## src/rtl/cpu_types_pkg.sv

```systemverilog
// Shared types for the memory arbiter: data word and arbiter FSM states.
package cpu_types_pkg;

  localparam int WORD_W = 32;

  typedef logic [WORD_W-1:0] word_t;

  typedef enum logic [1:0] {
    IDLE  = 2'd0,
    IBUSY = 2'd1,
    DBUSY = 2'd2
  } arb_state_t;

endpackage

```

## src/rtl/mem_arbiter.sv

```systemverilog
// Single-port RAM arbiter between instruction fetch (i*) and load/store (d*).
// Data requests win by default; a streak counter forces a fetch grant after
// MAX_DSTREAK consecutive data grants taken while a fetch was waiting.
// A watchdog aborts any access that waits TIMEOUT cycles and raises a sticky err.
module mem_arbiter
  import cpu_types_pkg::*;
#(
  parameter int ADDR_W      = 32,
  parameter int DATA_W      = 32,
  parameter int MAX_DSTREAK = 4,
  parameter int TIMEOUT     = 64
) (
  input  logic              CLK,
  input  logic              RST,
  input  logic              iREN,
  input  logic [ADDR_W-1:0] iaddr,
  output logic              iwait,
  output logic [DATA_W-1:0] iload,
  input  logic              dREN,
  input  logic              dWEN,
  input  logic [ADDR_W-1:0] daddr,
  input  logic [DATA_W-1:0] dstore,
  output logic              dwait,
  output logic [DATA_W-1:0] dload,
  output logic              ramREN,
  output logic              ramWEN,
  output logic [ADDR_W-1:0] ramaddr,
  output logic [DATA_W-1:0] ramstore,
  input  logic [DATA_W-1:0] ramload,
  input  logic              ram_ready,
  output logic              err
);

  localparam int SW = $clog2(MAX_DSTREAK + 1);
  localparam int TW = $clog2(TIMEOUT);
  localparam logic [SW-1:0] STREAK_MAX = SW'(MAX_DSTREAK);
  localparam logic [TW-1:0] TCNT_LAST  = TW'(TIMEOUT - 1);

  arb_state_t        state_q, state_d;
  logic              ramren_q, ramren_d;
  logic              ramwen_q, ramwen_d;
  logic [ADDR_W-1:0] ramaddr_q, ramaddr_d;
  logic [DATA_W-1:0] ramstore_q, ramstore_d;
  logic [SW-1:0]     streak_q, streak_d;
  logic [TW-1:0]     tcnt_q, tcnt_d;
  logic              err_q, err_d;

  logic d_req;
  logic d_grant;
  logic i_grant;
  logic busy;
  logic tmo;

  assign d_req   = dREN | dWEN;
  assign d_grant = (state_q == IDLE) && d_req && (!iREN || (streak_q < STREAK_MAX));
  assign i_grant = (state_q == IDLE) && iREN && !d_grant;
  assign busy    = (state_q != IDLE);
  assign tmo     = busy && !ram_ready && (tcnt_q == TCNT_LAST);

  // Next state, RAM command latch and sticky error
  always_comb begin
    state_d    = state_q;
    ramren_d   = ramren_q;
    ramwen_d   = ramwen_q;
    ramaddr_d  = ramaddr_q;
    ramstore_d = ramstore_q;
    err_d      = err_q;
    case (state_q)
      IDLE: begin
        if (d_grant) begin
          // A simultaneous read+write request is serviced as a write
          state_d    = DBUSY;
          ramwen_d   = dWEN;
          ramren_d   = !dWEN;
          ramaddr_d  = daddr;
          ramstore_d = dstore;
        end else if (i_grant) begin
          state_d   = IBUSY;
          ramren_d  = 1'b1;
          ramwen_d  = 1'b0;
          ramaddr_d = iaddr;
        end
      end
      default: begin
        // Completion has priority over the watchdog on the final cycle
        if (ram_ready || tmo) begin
          state_d  = IDLE;
          ramren_d = 1'b0;
          ramwen_d = 1'b0;
        end
        if (tmo) begin
          err_d = 1'b1;
        end
      end
    endcase
  end

  // Data-grant streak: counts data grants that overtook a waiting fetch
  always_comb begin
    streak_d = streak_q;
    if (d_grant) begin
      if (!iREN) begin
        streak_d = '0;
      end else if (streak_q != STREAK_MAX) begin
        streak_d = streak_q + SW'(1);
      end
    end else if (i_grant) begin
      streak_d = '0;
    end
  end

  // Watchdog count of busy cycles; held at zero outside an access
  always_comb begin
    tcnt_d = tcnt_q + TW'(1);
    if (!busy || (state_d == IDLE)) begin
      tcnt_d = '0;
    end
  end

  // FSM and RAM command registers
  always_ff @(posedge CLK) begin
    if (RST) begin
      state_q    <= IDLE;
      ramren_q   <= 1'b0;
      ramwen_q   <= 1'b0;
      ramaddr_q  <= '0;
      ramstore_q <= '0;
      err_q      <= 1'b0;
    end else begin
      state_q    <= state_d;
      ramren_q   <= ramren_d;
      ramwen_q   <= ramwen_d;
      ramaddr_q  <= ramaddr_d;
      ramstore_q <= ramstore_d;
      err_q      <= err_d;
    end
  end

  // Streak counter register
  always_ff @(posedge CLK) begin
    if (RST) begin
      streak_q <= '0;
    end else begin
      streak_q <= streak_d;
    end
  end

  // Timeout counter register
  always_ff @(posedge CLK) begin
    if (RST) begin
      tcnt_q <= '0;
    end else begin
      tcnt_q <= tcnt_d;
    end
  end

  assign iwait    = iREN  & !((state_q == IBUSY) & ram_ready);
  assign dwait    = d_req & !((state_q == DBUSY) & ram_ready);
  assign iload    = busy ? ramload : '0;
  assign dload    = busy ? ramload : '0;
  assign ramREN   = ramren_q;
  assign ramWEN   = ramwen_q;
  assign ramaddr  = ramaddr_q;
  assign ramstore = ramstore_q;
  assign err      = err_q;

endmodule

```

## config.mk

```make
export PLATFORM = sky130hd
export DESIGN_NAME = mem_arbiter
export DESIGN_NICKNAME = d
export VERILOG_FILES = /design/src/rtl/cpu_types_pkg.sv /design/src/rtl/mem_arbiter.sv
export SDC_FILE = /design/constraint.sdc
export NUM_CORES = 1
export LEC_CHECK = 0
export ABC_AREA = 1
export CAP_MARGIN = 10
export CORE_UTILIZATION = 35
export DETAILED_ROUTE_END_ITERATION = 7
export GPL_TIMING_DRIVEN = 0
export PLACE_DENSITY = 0.92
export SYNTH_ARGS = -nofsm -noshare
export SYNTH_HDL_FRONTEND = slang
export SYNTH_SLANG_ARGS = --single-unit
```

## constraint.sdc

```tcl
create_clock -name CLK -period 1.74 [get_ports CLK]
set_input_delay 0.261 -clock CLK [delete_from_list [all_inputs] [get_ports CLK]]
set_output_delay 0.261 -clock CLK [all_outputs]
set_load 0.01 [all_outputs]
```

* Yosys cells after proc, flatten, opt, wreduce, memory -nomap -nowiden
Index checks and enable logic that the tools add are counted.
** Storage, ports and cells
- Input bits :: 134
- Logic and storage cells :: 68
- Output and inout port bits :: 133
- Bits in registers :: 78
** Cells by class
- Bitwise operators :: 6
- Order comparisons :: 1
- Muxes and demuxes :: 18
- Reductions and logical operators :: 27
- Add/sub/neg operators :: 2
- Equality and inequality tests :: 6
** Operators by type and width (number)
- $mux W32 :: 3
- $mux W3 :: 4
- $reduce_and A2 Y1 :: 5
- $mux W2 :: 4
- $logic_not A1 Y1 :: 7
- $mux W1 :: 7
- $add A6 B1 Y6 const B :: 1
- $eq A6 B6 Y1 const B :: 1
- $logic_and A1 B1 Y1 :: 6
- $ne A3 B3 Y1 const B :: 2
- $reduce_bool A2 Y1 :: 3
- $and A1 B1 Y1 :: 4
- $logic_not A2 Y1 :: 2
- $add A3 B1 Y3 const B :: 1
- $logic_or A1 B1 Y1 :: 3
- $lt A3 B3 Y1 const B :: 1
- $ne A3 B2 Y1 const B :: 1
- $eq A2 B1 Y1 const B :: 1
- $eq A2 B2 Y1 const B :: 1
- $reduce_or A2 Y1 :: 1
- $not A1 Y1 :: 1
- $or A1 B1 Y1 :: 1

* Longest topological paths before layout
Gate-level depths: netlist of run 1.
- Word-level depth :: 11
- Mapped depth :: 10
- Mapped depth without buffers :: 10

* Worst setup path before layout of run 1
Ideal clock, no wire load.
- Kind :: reg2out
- Start point :: reg state_q[1]
- End point :: out iload[10]
- Cell stages (with the launch flop) :: 5
- Arrival :: 1.100 ns
- Slack :: 0.379 ns
- Data required time :: 1.479 ns
- Cell sequence :: dfxtp_1 nor2_4 clkbuf_1 nor2_1 buf_4
** Between the ends
- Cells in the longest elaborated chain, start to end :: 2
** RTL lines
- from (decl) :: RTL line mem_arbiter.sv:39 : arb_state_t state_q, state_d;
- from (signal assigned) :: RTL line mem_arbiter.sv:130 : state_q <= state_d;
- $reduce_bool A2 Y1 :: RTL line mem_arbiter.sv:57 : assign busy = (state_q != IDLE);
- $mux W32
- to (decl) :: RTL line mem_arbiter.sv:18 : output logic [DATA_W-1:0] iload,
Every way passes these cells.

* Final worst setup path of run 1
- Start point :: reg state_q[1]
- End point :: out dload[26]
** Between the ends
- Cells in the longest elaborated chain, start to end :: 2
** RTL lines
- $reduce_bool A2 Y1 :: RTL line mem_arbiter.sv:57
- $mux W32 :: RTL line mem_arbiter.sv:160 : assign dload = busy ? ramload : '0;
- to (decl) :: RTL line mem_arbiter.sv:24 : output logic [DATA_W-1:0] dload,
Every way passes these cells.

==> results of run 1 <==
## worst paths after layout
kind / to / slack, ns
setup / recovery: dload[26] / 0.03
hold reg to reg: err / 0.45
hold / removal: err / 0.45
setup reg to reg: ramaddr[15] / 0.10
## final cells by class
cell class	instances	area, um2	area share, %
clock inverter	7	57.56	0.8397
clock buffer	9	123.9	1.807
antenna	1	2.502	0.03651
inverter	79	299.0	4.363
tap	136	170.2	2.483
sequential	78	1567	22.86
timing repair buffer	279	2576	37.59
buffer	62	455.4	6.645
multi-input combinational	315	1603	23.38
## logic make-up (layout without fill, tap and decap cells)
| logic type | after synthesis | after routing | synth area share, % |
|---|---|---|---|
| XOR/XNOR | 4 | 4 | 0.9366 |
| AND/OR/NAND/NOR | 235 | 235 | 25.35 |
| adder cells (fa/ha/maj) | 3 | 3 | 1.003 |
| AO/OA/AOI/OAI | 73 | 73 | 12.14 |
| other | 0 | 1 | 0 |
| buffers and inverters | 142 | 436 | 18.83 |
| flip-flops | 78 | 78 | 41.74 |
## registers in the layout, indices dropped and copies added (netlist names)
| register | count |
|---|---|
| ramaddr | 32 |
| ramstore | 32 |
| tcnt_q | 6 |
| streak_q | 3 |
| state_q | 2 |
| err | 1 |
| ramREN | 1 |
| ramWEN | 1 |
## Yosys cell counts, drive strengths merged
cell / instances
clkbuf: 9
clkinv: 1
buf: 54
inv: 78
o211ai: 32
xnor2: 2
nor2: 44
o31ai: 1
ha: 3
or2: 1
dfxtp: 78
a21oi: 38
a211oi: 1
nand2: 149
xor2: 2
o21ai: 1
nand3: 41
## metal layers
layer  wire length (um)  share of wire (%)  up-vias  GRT usage (%)
met5                  0                  0        -              0
met4                381                2.9        0          8.149
met3               1072                8.3       26          6.679
met2               6836                 53      206          44.31
met1               4686                 36     1947          23.89
li1                   -                  -     2216              -
## worst reg2reg max path, stage by stage (launching register included)
cell	delay, ns
dfxtp_2	0.34
nor2_4	0.15
buf_6	0.14
buf_6	0.13
inv_4	0.05
o21ai_4	0.19
buf_6	0.16
buf_8	0.13
nand3_1	0.10
o211ai_1	0.11
inv_2	0.04
## repair_timing
item | CTS | global route
pin swaps | 1 | 2
gates cloned | 3 | 1
setup endpoints to repair | 66 | 81
hold buffers | 0 | 0
gates resized for setup | 214 | 61
setup buffers | 7 | 3
## power by group
| group | internal, mW | leakage, nW | switching [mW] |
|---|---|---|---|
| Clock | 0.538 | 0.0881 | 0.719 |
| Sequential | 1.98 | 0.645 | 0.111 |
| Combinational | 1.19 | 2.53 | 1.02 |
## stage by stage
| step | total power, mW | hold slack (ns) |
|---|---|---|
| final | 5.562 | 0.4517 |
| after global routing | 5.889 | 0.4511 |
| after CTS | 5.557 | 0.4382 |
| after detailed placement | 4.243 | 0.4398 |
| after global placement | 4.211 | 0.4304 |
| after floorplan | 3.078 | 0.4039 |
==> key figures, run 1 <==
Status
  • Outcome: finished clean

Drt
  • DR DRC count: 0
  • Post-DRT Antenna Nets: 0
  • Routed wire length: 12.98 mm
  • Drt pass-1 iters: 5
  • 1st-iter DRT viols: 156
  • Via count: 4,395
  • Avg WL per Cell: 13.43 um
  • Via/cell ratio: 4.550

Setup path
  • Reg2reg start: state_q[1]
  • Number of cells on the critical path: 5
  • Setup Crit Path Kind: reg2out
  • R2R cell count: 10
  • Kind of start point of the critical path: register
  • CP delay by family, top: buffers and inverters
  • Buf/Inv on CP: 3
  • Arr. time, crit path: 1.45 ns
  • CP Max Fanout: 6
  • Critical path endpoint category: primary output
  • Crit-path cells: nor2_4 -> buf_12 -> clkbuf_8 -> nor2_2 -> dlygate4sd2_1
  • Slowest stage delay, CP: 0.34 ns
  • Slowest cell on the critical path: dfxtp_2
  • WP data required: 1.48 ns
  • Worst Setup SP: state_q[1]

STA
  • Final hold vios: 0
  • RSZ-0062 raised after global routing: true
  • Final setup TNS: 0 ns
  • Tmin final: 1.713 ns
  • Finish-stage setup viols: 0
  • Final clock skew: 0.01319 ns
  • Final Max Slew Viols: 0
  • Slew margin rel.: 69.45%
  • Worst slew pin tran: 0.4582 ns
  • Final worst path period share: 98.45%
  • Max Clock Freq: 583.7 MHz
  • Setup ws final: 0.02692 ns

Place
  • GP Congestion: 0.8180
  • Area post-placement: 6574 um2
  • Pre-CTS setup slack: -0.3814 ns
  • IO buf count: 266
  • Hpwl dp: 9.882 mm
  • Placed insts: 937

Power and ir drop
  • Leakage: 3.261 nW
  • Peak VDD IR: 0.4882 mV
  • PwrDens: 811.5 nW/um2

Logic synthesis
  • Seq/Total Area, Yosys: 41.74%
  • Syn nets: 672
  • Yosys top cell by area: dfxtp_1
  • Avg Inst Size Synth: 6.993 um2
  • Synth Warn #: 0
  • Top-area cell type share of the netlist area: 41.74%
  • Largest cells by area after synthesis: dfxtp_1, nand2_1, buf_4
  • Flops & latches, synth: 78
  • Synth cell types: 23
  • Mapped Area: 3741 um2
  • Post-Syn Instances: 535

Cells and area
  • Fill cell count: 915
  • Nets: 961
  • Final std cells w/o fill: 966
  • Commonest cells after routing, fill and taps aside: clkdlybuf4s50_1, nand2_1, dfxtp_1
  • Finished Core Util: 66.39%
  • Share of layout cells above drive strength 1: 21.23%
  • Area Overhead vs Synth: 83.21%
  • Finished Cell Area: 6854 um2
  • Most common cell after layout, fill and taps aside: clkdlybuf4s50_1

Clock tree
  • Clock latency on the worst-skew pair: 0.35 ns
  • Total clock sinks: 78
  • Cts bufs inserted: 9
  • CTS Buffer Depth: 2
  • H-tree depth: 3
  • Worst-path clk slew: 0.08 ns
  • Clk Tree Root Cell: clkbuf_8
  • CTS tree: yes

Global routing
  • First-pass GRT wire length: 20.51 mm
  • Largest net degree at the start of global routing: 16
  • Vias in the first global route: 4,436
  • Gr ovfl total: 0
  • Initial antenna violation count: 1
  • GRT Total Usage: 23.22%

Worst hold path
  • Hold Crit Start: err
  • Hold Crit Class: reg2reg
  • Hold path cells: 2

Floorplan
  • DIE WIDTH: 105.4 um
  • Rows: 37
  • Initial Utilization: 36.24%
  • Total die area: 11,110 um2
  • Area of the core: 10,320 um2
  • Die Y: 105.4 um
  • I/O pin count: 267

Flow run
  • Max-Cap Viols: 0
Power figures use the tool's default switching activity.
==> inputs of run 2 (changes only) <==
--- a/config.mk
+++ b/config.mk
@@ -14,3 +14,4 @@
 export SYNTH_ARGS = -nofsm -noshare
 export SYNTH_HDL_FRONTEND = slang
 export SYNTH_SLANG_ARGS = --single-unit
+export TNS_END_PERCENT = 5
==> key figures, run 2 (same netlist as run 1, synthesis figures left out) <==
Status
  • Outcome: finished, violations left
  • Failing checks: setup timing

Setup path
  • Kind of start point of the critical path: register
  • WP data required: 1.48 ns
  • Flop2flop setup slack: 0.05 ns
  • R2R cell count: 10
  • CP Max Fanout: 6
  • Arr. time, crit path: 1.53 ns
  • Setup Crit Path Kind: reg2out
  • Reg2reg start: state_q[1]
  • Crit Reg-Reg Endpoint: ramaddr[13]
  • Critical path endpoint category: primary output

Drt
  • Post-DRT Antenna Nets: 0
  • 1st-iter DRT viols: 149
  • Avg WL per Cell: 13.25 um
  • Drt pass-1 iters: 6
  • Via count: 4,356
  • DR DRC count: 0
  • Routed wire length: 12.74 mm
  • Via/cell ratio: 4.528

Floorplan
  • Die Y: 105.4 um
  • Total die area: 11,110 um2
  • Area of the core: 10,320 um2
  • DIE WIDTH: 105.4 um
  • Rows: 37
  • Initial Utilization: 36.24%
  • I/O pin count: 267

Worst hold path
  • Hold Path End: ramstore[3]
  • Hold Crit Class: in2reg
  • Hold path cells: 3
  • Hold Crit Start: dstore[3]

Clock tree
  • Cts bufs inserted: 9
  • Clk Tree Root Cell: clkbuf_8
  • CTS tree: yes
  • Total clock sinks: 78
  • CTS Buffer Depth: 2
  • Clock latency on the worst-skew pair: 0.35 ns
  • H-tree depth: 3
  • Worst-path clk slew: 0.10 ns

Cells and area
  • Commonest cells after routing, fill and taps aside: clkdlybuf4s50_1, nand2_1, dfxtp_1
  • Area Overhead vs Synth: 83.78%
  • Share of layout cells above drive strength 1: 20.00%
  • Nets: 957
  • Fill cell count: 904
  • Finished Core Util: 66.60%
  • Most common cell after layout, fill and taps aside: clkdlybuf4s50_1
  • Area of the multi-input gates: 1575 um2
  • FF/Latch Area: 1569 um2

STA
  • Final hold slack: 0.4519 ns
  • Slew margin rel.: 69.51%
  • Final hold vios: 0
  • Setup ws final: -0.05247 ns
  • Finish-stage setup viols: 5
  • Final clock skew: 0.01455 ns
  • Final Max Slew Viols: 0
  • RSZ-0062 raised after global routing: true
  • Worst slew pin tran: 0.4574 ns
  • Tmin final: 1.792 ns
  • Final worst path period share: 103.0%
  • Max Clock Freq: 557.9 MHz

Power and ir drop
  • Leakage: 3.262 nW
  • Peak VDD IR: 0.4870 mV
  • PwrDens: 808.2 nW/um2

Place
  • GP Congestion: 0.8180
  • Hpwl dp: 9.882 mm
  • IO buf count: 266

Flow run
  • Max-Cap Viols: 0

Global routing
  • Initial antenna violation count: 1
  • Largest net degree at the start of global routing: 16
  • Gr ovfl total: 0
  • GRT Total Usage: 23.09%
  • Vias in the first global route: 4,414
  • First-pass GRT wire length: 20.36 mm
## run 2: changes by cell type in the layout (fill, tap and decap cells not counted), sizes merged
| cell | previous run | this run |
|---|---|---|
| buf | 96 | 89 |
| dlygate4sd2 | 6 | 8 |
| dlymetal6s2s | 0 | 1 |
## run 2: what timing repair did
item,in CTS,in global routing
pin swaps,1,1
hold buffers,0,0
buffers inserted,3,2
endpoints found under the setup margin,66,68
gates resized for setup,131,76
cloned,3,0
## run 2: worst max path at each step
stage | startpoint | end | cells after the start | slack (ns)
floorplan | state_q[1] | iload[10] | 4 | 0.38
global placement | state_q[1] | iload[20] | 5 | -0.33
detailed placement | state_q[1] | iload[20] | 5 | -0.38
CTS | state_q[0] | iload[0] | 5 | -0.18
global route | state_q[1] | iload[20] | 7 | -0.11
finish | state_q[1] | iload[20] | 7 | -0.05
## run 2: per-layer routing
layer  vias up  track usage (%)  share of wire [%]
met3        23            6.803                8.5
li1       2208                -                  -
met5         -                0                  0
met1      1936            23.62                 37
met4         0            8.753                2.8
met2       189            43.80                 52
## run 2: cell type report
| class | instances | area share, % |
|---|---|---|
| antenna | 1 | 0.03640 |
| buffer | 63 | 6.970 |
| clock buffer | 9 | 1.802 |
| clock inverter | 7 | 0.8371 |
| inverter | 79 | 4.313 |
| multi-input combinational | 315 | 22.91 |
| sequential | 78 | 22.82 |
| tap | 136 | 2.475 |
| timing repair buffer | 274 | 37.83 |
## run 2: metrics by stage
stage          instance area (um2)  worst slack, ns  TNS (ns)  power (mW)  cells
3_5_place_dp                  6574          -0.3814    -22.51       4.243    937
2_1_floorplan                 3741           0.3793         0       3.078    535
6_report                      6875         -0.05247   -0.2136       5.557    962
5_1_grt                       6875          -0.1100    -1.320       5.887    962
3_3_place_gp                  6574          -0.3254    -20.10       4.211    937
4_1_cts                       6849          -0.1844   -0.9622       5.544    959
## run 2: power by group
group	leakage (nW)	switching (mW)	internal (mW)
clock network	0.0881	0.721	0.538
registers	0.645	0.111	1.98
logic	2.53	1.00	1.20
## run 2: worst max-delay path, stage by stage, from the launching register on
cell and delay (ns):
dfxtp_4 0.36, nor2_4 0.15, buf_12 0.14, buf_6 0.10
clkbuf_16 0.14, nor2_4 0.04, buf_4 0.13, buf_4 0.13
==> inputs of run 3 (changes only) <==
--- a/config.mk
+++ b/config.mk
@@ -5,12 +5,11 @@
 export SDC_FILE = /design/constraint.sdc
 export NUM_CORES = 1
 export LEC_CHECK = 0
-export ABC_AREA = 1
 export CAP_MARGIN = 10
-export CORE_UTILIZATION = 35
+export CORE_UTILIZATION = 36
 export DETAILED_ROUTE_END_ITERATION = 7
 export GPL_TIMING_DRIVEN = 0
-export PLACE_DENSITY = 0.92
+export PLACE_DENSITY = 0.93
 export SYNTH_ARGS = -nofsm -noshare
 export SYNTH_HDL_FRONTEND = slang
 export SYNTH_SLANG_ARGS = --single-unit
==> key figures, run 3 <==
Setup path
  • Kind of start point of the critical path: register
  • Critical path endpoint category: primary output
  • WP data required: 1.48 ns
  • Flop2flop setup slack: -0.03 ns
  • CP Max Fanout: 5
  • Setup Crit Path Kind: reg2out
  • Arr. time, crit path: 1.62 ns

Cells and area
  • Fill cell count: 760
  • Commonest cells after routing, fill and taps aside: clkdlybuf4s50_1, buf_6, dfxtp_1
  • Area Overhead vs Synth: 90.80%
  • Finished Cell Area: 7420 um2
  • FF/Latch Area: 1567 um2
  • Area of the multi-input gates: 1924 um2
  • Nets: 903
  • Share of layout cells above drive strength 1: 25.84%
  • Finished Core Util: 71.23%
  • Most common cell after layout, fill and taps aside: clkdlybuf4s50_1

Global routing
  • Vias in the first global route: 5,153
  • Gr ovfl total: 0
  • GRT Total Usage: 31.68%
  • First-pass GRT wire length: 27.35 mm
  • Initial antenna violation count: 1
  • Largest net degree at the start of global routing: 14

Clock tree
  • Clock latency on the worst-skew pair: 0.36 ns
  • CTS Buffer Depth: 2
  • CTS tree: yes
  • Worst-path clk slew: 0.07 ns
  • Total clock sinks: 78
  • H-tree depth: 3
  • Clk Tree Root Cell: clkbuf_8
  • Cts bufs inserted: 9

STA
  • Final worst path period share: 108.1%
  • Setup ws final: -0.1416 ns
  • Tmin final: 1.882 ns
  • Final hold vios: 0
  • RSZ-0062 raised after global routing: true
  • Final clock skew: 0.01163 ns
  • Final Max Slew Viols: 0
  • Finish-stage setup viols: 63
  • Final setup TNS: -4.669 ns
  • Worst slew pin tran: 0.5882 ns
  • Slew margin rel.: 60.79%
  • Max Clock Freq: 531.5 MHz

Power and ir drop
  • Peak VDD IR: 0.5222 mV
  • Pwr Total: 6.147 mW
  • Psw: 1.855 mW
  • Seq pwr share: 33.6%
  • PwrDens: 828.5 nW/um2
  • Clk pwr share: 27.5%
  • Int Pwr: 4.292 mW
  • Switching share of power: 30.18%
  • Leakage: 2.936 nW
  • Gate power share: 38.8%

Logic synthesis
  • Top-area cell type share of the netlist area: 40.15%
  • Post-synth EDFFs: 0
  • Synth Warn #: 0
  • Area share of fa/ha/maj cells after synthesis: 0.9653%
  • Synth cell types: 39
  • Syn nets: 617
  • Flops & latches, synth: 78
  • Post-Synth Simple-Gate Area: 17.12%
  • Mapped Area: 3889 um2
  • Mux contribution to synthesized area: 0%
  • Seq/Total Area, Yosys: 40.15%
  • Yosys top cell by area: dfxtp_1
  • Synth Flop Type: dfxtp_1
  • Most common cell in the synthesized netlist: dfxtp_1
  • FFs w/ async S/R, synth: 0%
  • Largest family of logic cells by synthesized area: compound AO/OA/AOI/OAI gates
  • Most frequent cells after synthesis: dfxtp_1, nand3_1, a21oi_1
  • Largest cells by area after synthesis: dfxtp_1, nand3_1, a21oi_1
  • Avg Inst Size Synth: 8.102 um2
  • Complex-gate fraction of the synthesized area: 27.90%
  • Post-Synth XOR/XNOR Area: 0.6757%
  • Post-Syn Instances: 480

Drt
  • DR DRC count: 0
  • Via/cell ratio: 5.558
  • Via count: 5,041
  • Routed wire length: 18.40 mm
  • 1st-iter DRT viols: 328
  • Avg WL per Cell: 20.29 um
  • Drt pass-1 iters: 5
  • Post-DRT Antenna Nets: 0

Floorplan
  • Initial Utilization: 37.33%
  • Total die area: 11,220 um2
  • Area of the core: 10,420 um2
  • Rows: 37
  • DIE WIDTH: 105.9 um
  • Die Y: 105.9 um
  • I/O pin count: 267

Place
  • Hpwl dp: 12.61 mm
  • IO buf count: 265
  • Area post-placement: 6711 um2
  • GP Congestion: 0.9069

Status
  • Outcome: finished, violations left
  • Failing checks: setup timing

Worst hold path
  • Hold Crit Class: in2reg

Flow run
  • Max-Cap Viols: 0
==> run 3: timing repair <==
action	4_1_cts	5_1_grt
setup endpoints to repair	67	124
resized for setup	417	23
gates cloned	4	0
pin swaps	32	2
hold buffers	0	0
setup buffers	5	2
==> run 3: final timing paths <==
check             startpoint            to  depth (start not counted)
setup / recovery  state_q[0]     iload[28]                          6
hold / removal          iREN    state_q[0]                          3
hold reg to reg    tcnt_q[0]     tcnt_q[0]                          1
setup reg to reg  state_q[1]  ramstore[14]                          7
==> run 3: power groups by stage <==
| stage | clock network (mW) | registers [mW] | logic (mW) |
|---|---|---|---|
| after floorplan | 0 | 2.17 | 0.824 |
| after global placement | 0 | 2.10 | 2.01 |
| after detailed placement | 0 | 2.11 | 2.05 |
| after CTS | 1.70 | 2.07 | 2.31 |
| after global routing | 1.80 | 2.09 | 2.52 |
| final | 1.69 | 2.07 | 2.39 |
==> run 3: layer usage <==
layer  wire, um  GRT usage (%)
met1       6681          33.52
met2       9387          58.22
met3       1633          8.522
met4        701          14.58
met5          0              0
==> run 3: cell families after synthesis <==
group | count (synthesis)
adders and majority gates | 3
DFF | 78
buffers and inverters | 90
AOI/OAI and AO/OA | 183
and+or+nand+nor | 123
xor gates and xnor gates | 3
==> run 3: worst max-delay path, stage by stage (launching register included) <==
cell and delay (ns):
dfxtp_4 0.36, or2_4 0.25, buf_8 0.15, buf_8 0.13, and2_4 0.15, buf_6 0.11, buf_6 0.11
==> run 3: final cells by class <==
| class | instances | share of cell area (%) |
|---|---|---|
| Antenna cell | 1 | 0.03373 |
| Buffer | 82 | 9.140 |
| Clock buffer | 10 | 1.855 |
| Clock inverter | 5 | 1.433 |
| Inverter | 7 | 0.3541 |
| Multi-Input combinational cell | 312 | 25.94 |
| Sequential cell | 78 | 21.11 |
| Tap cell | 136 | 2.293 |
| Timing Repair Buffer | 276 | 37.84 |
==> run 3: through the flow <==
stage | setup WS (ns) | instances | hold WS (ns)
2_1_floorplan | 0.1670 | 480 | 0.3372
3_3_place_gp | -0.7829 | 881 | 0.4410
3_5_place_dp | -0.8118 | 881 | 0.4578
4_1_cts | -0.2024 | 905 | 0.4600
5_1_grt | -0.1829 | 907 | 0.4379
6_report | -0.1416 | 907 | 0.4186
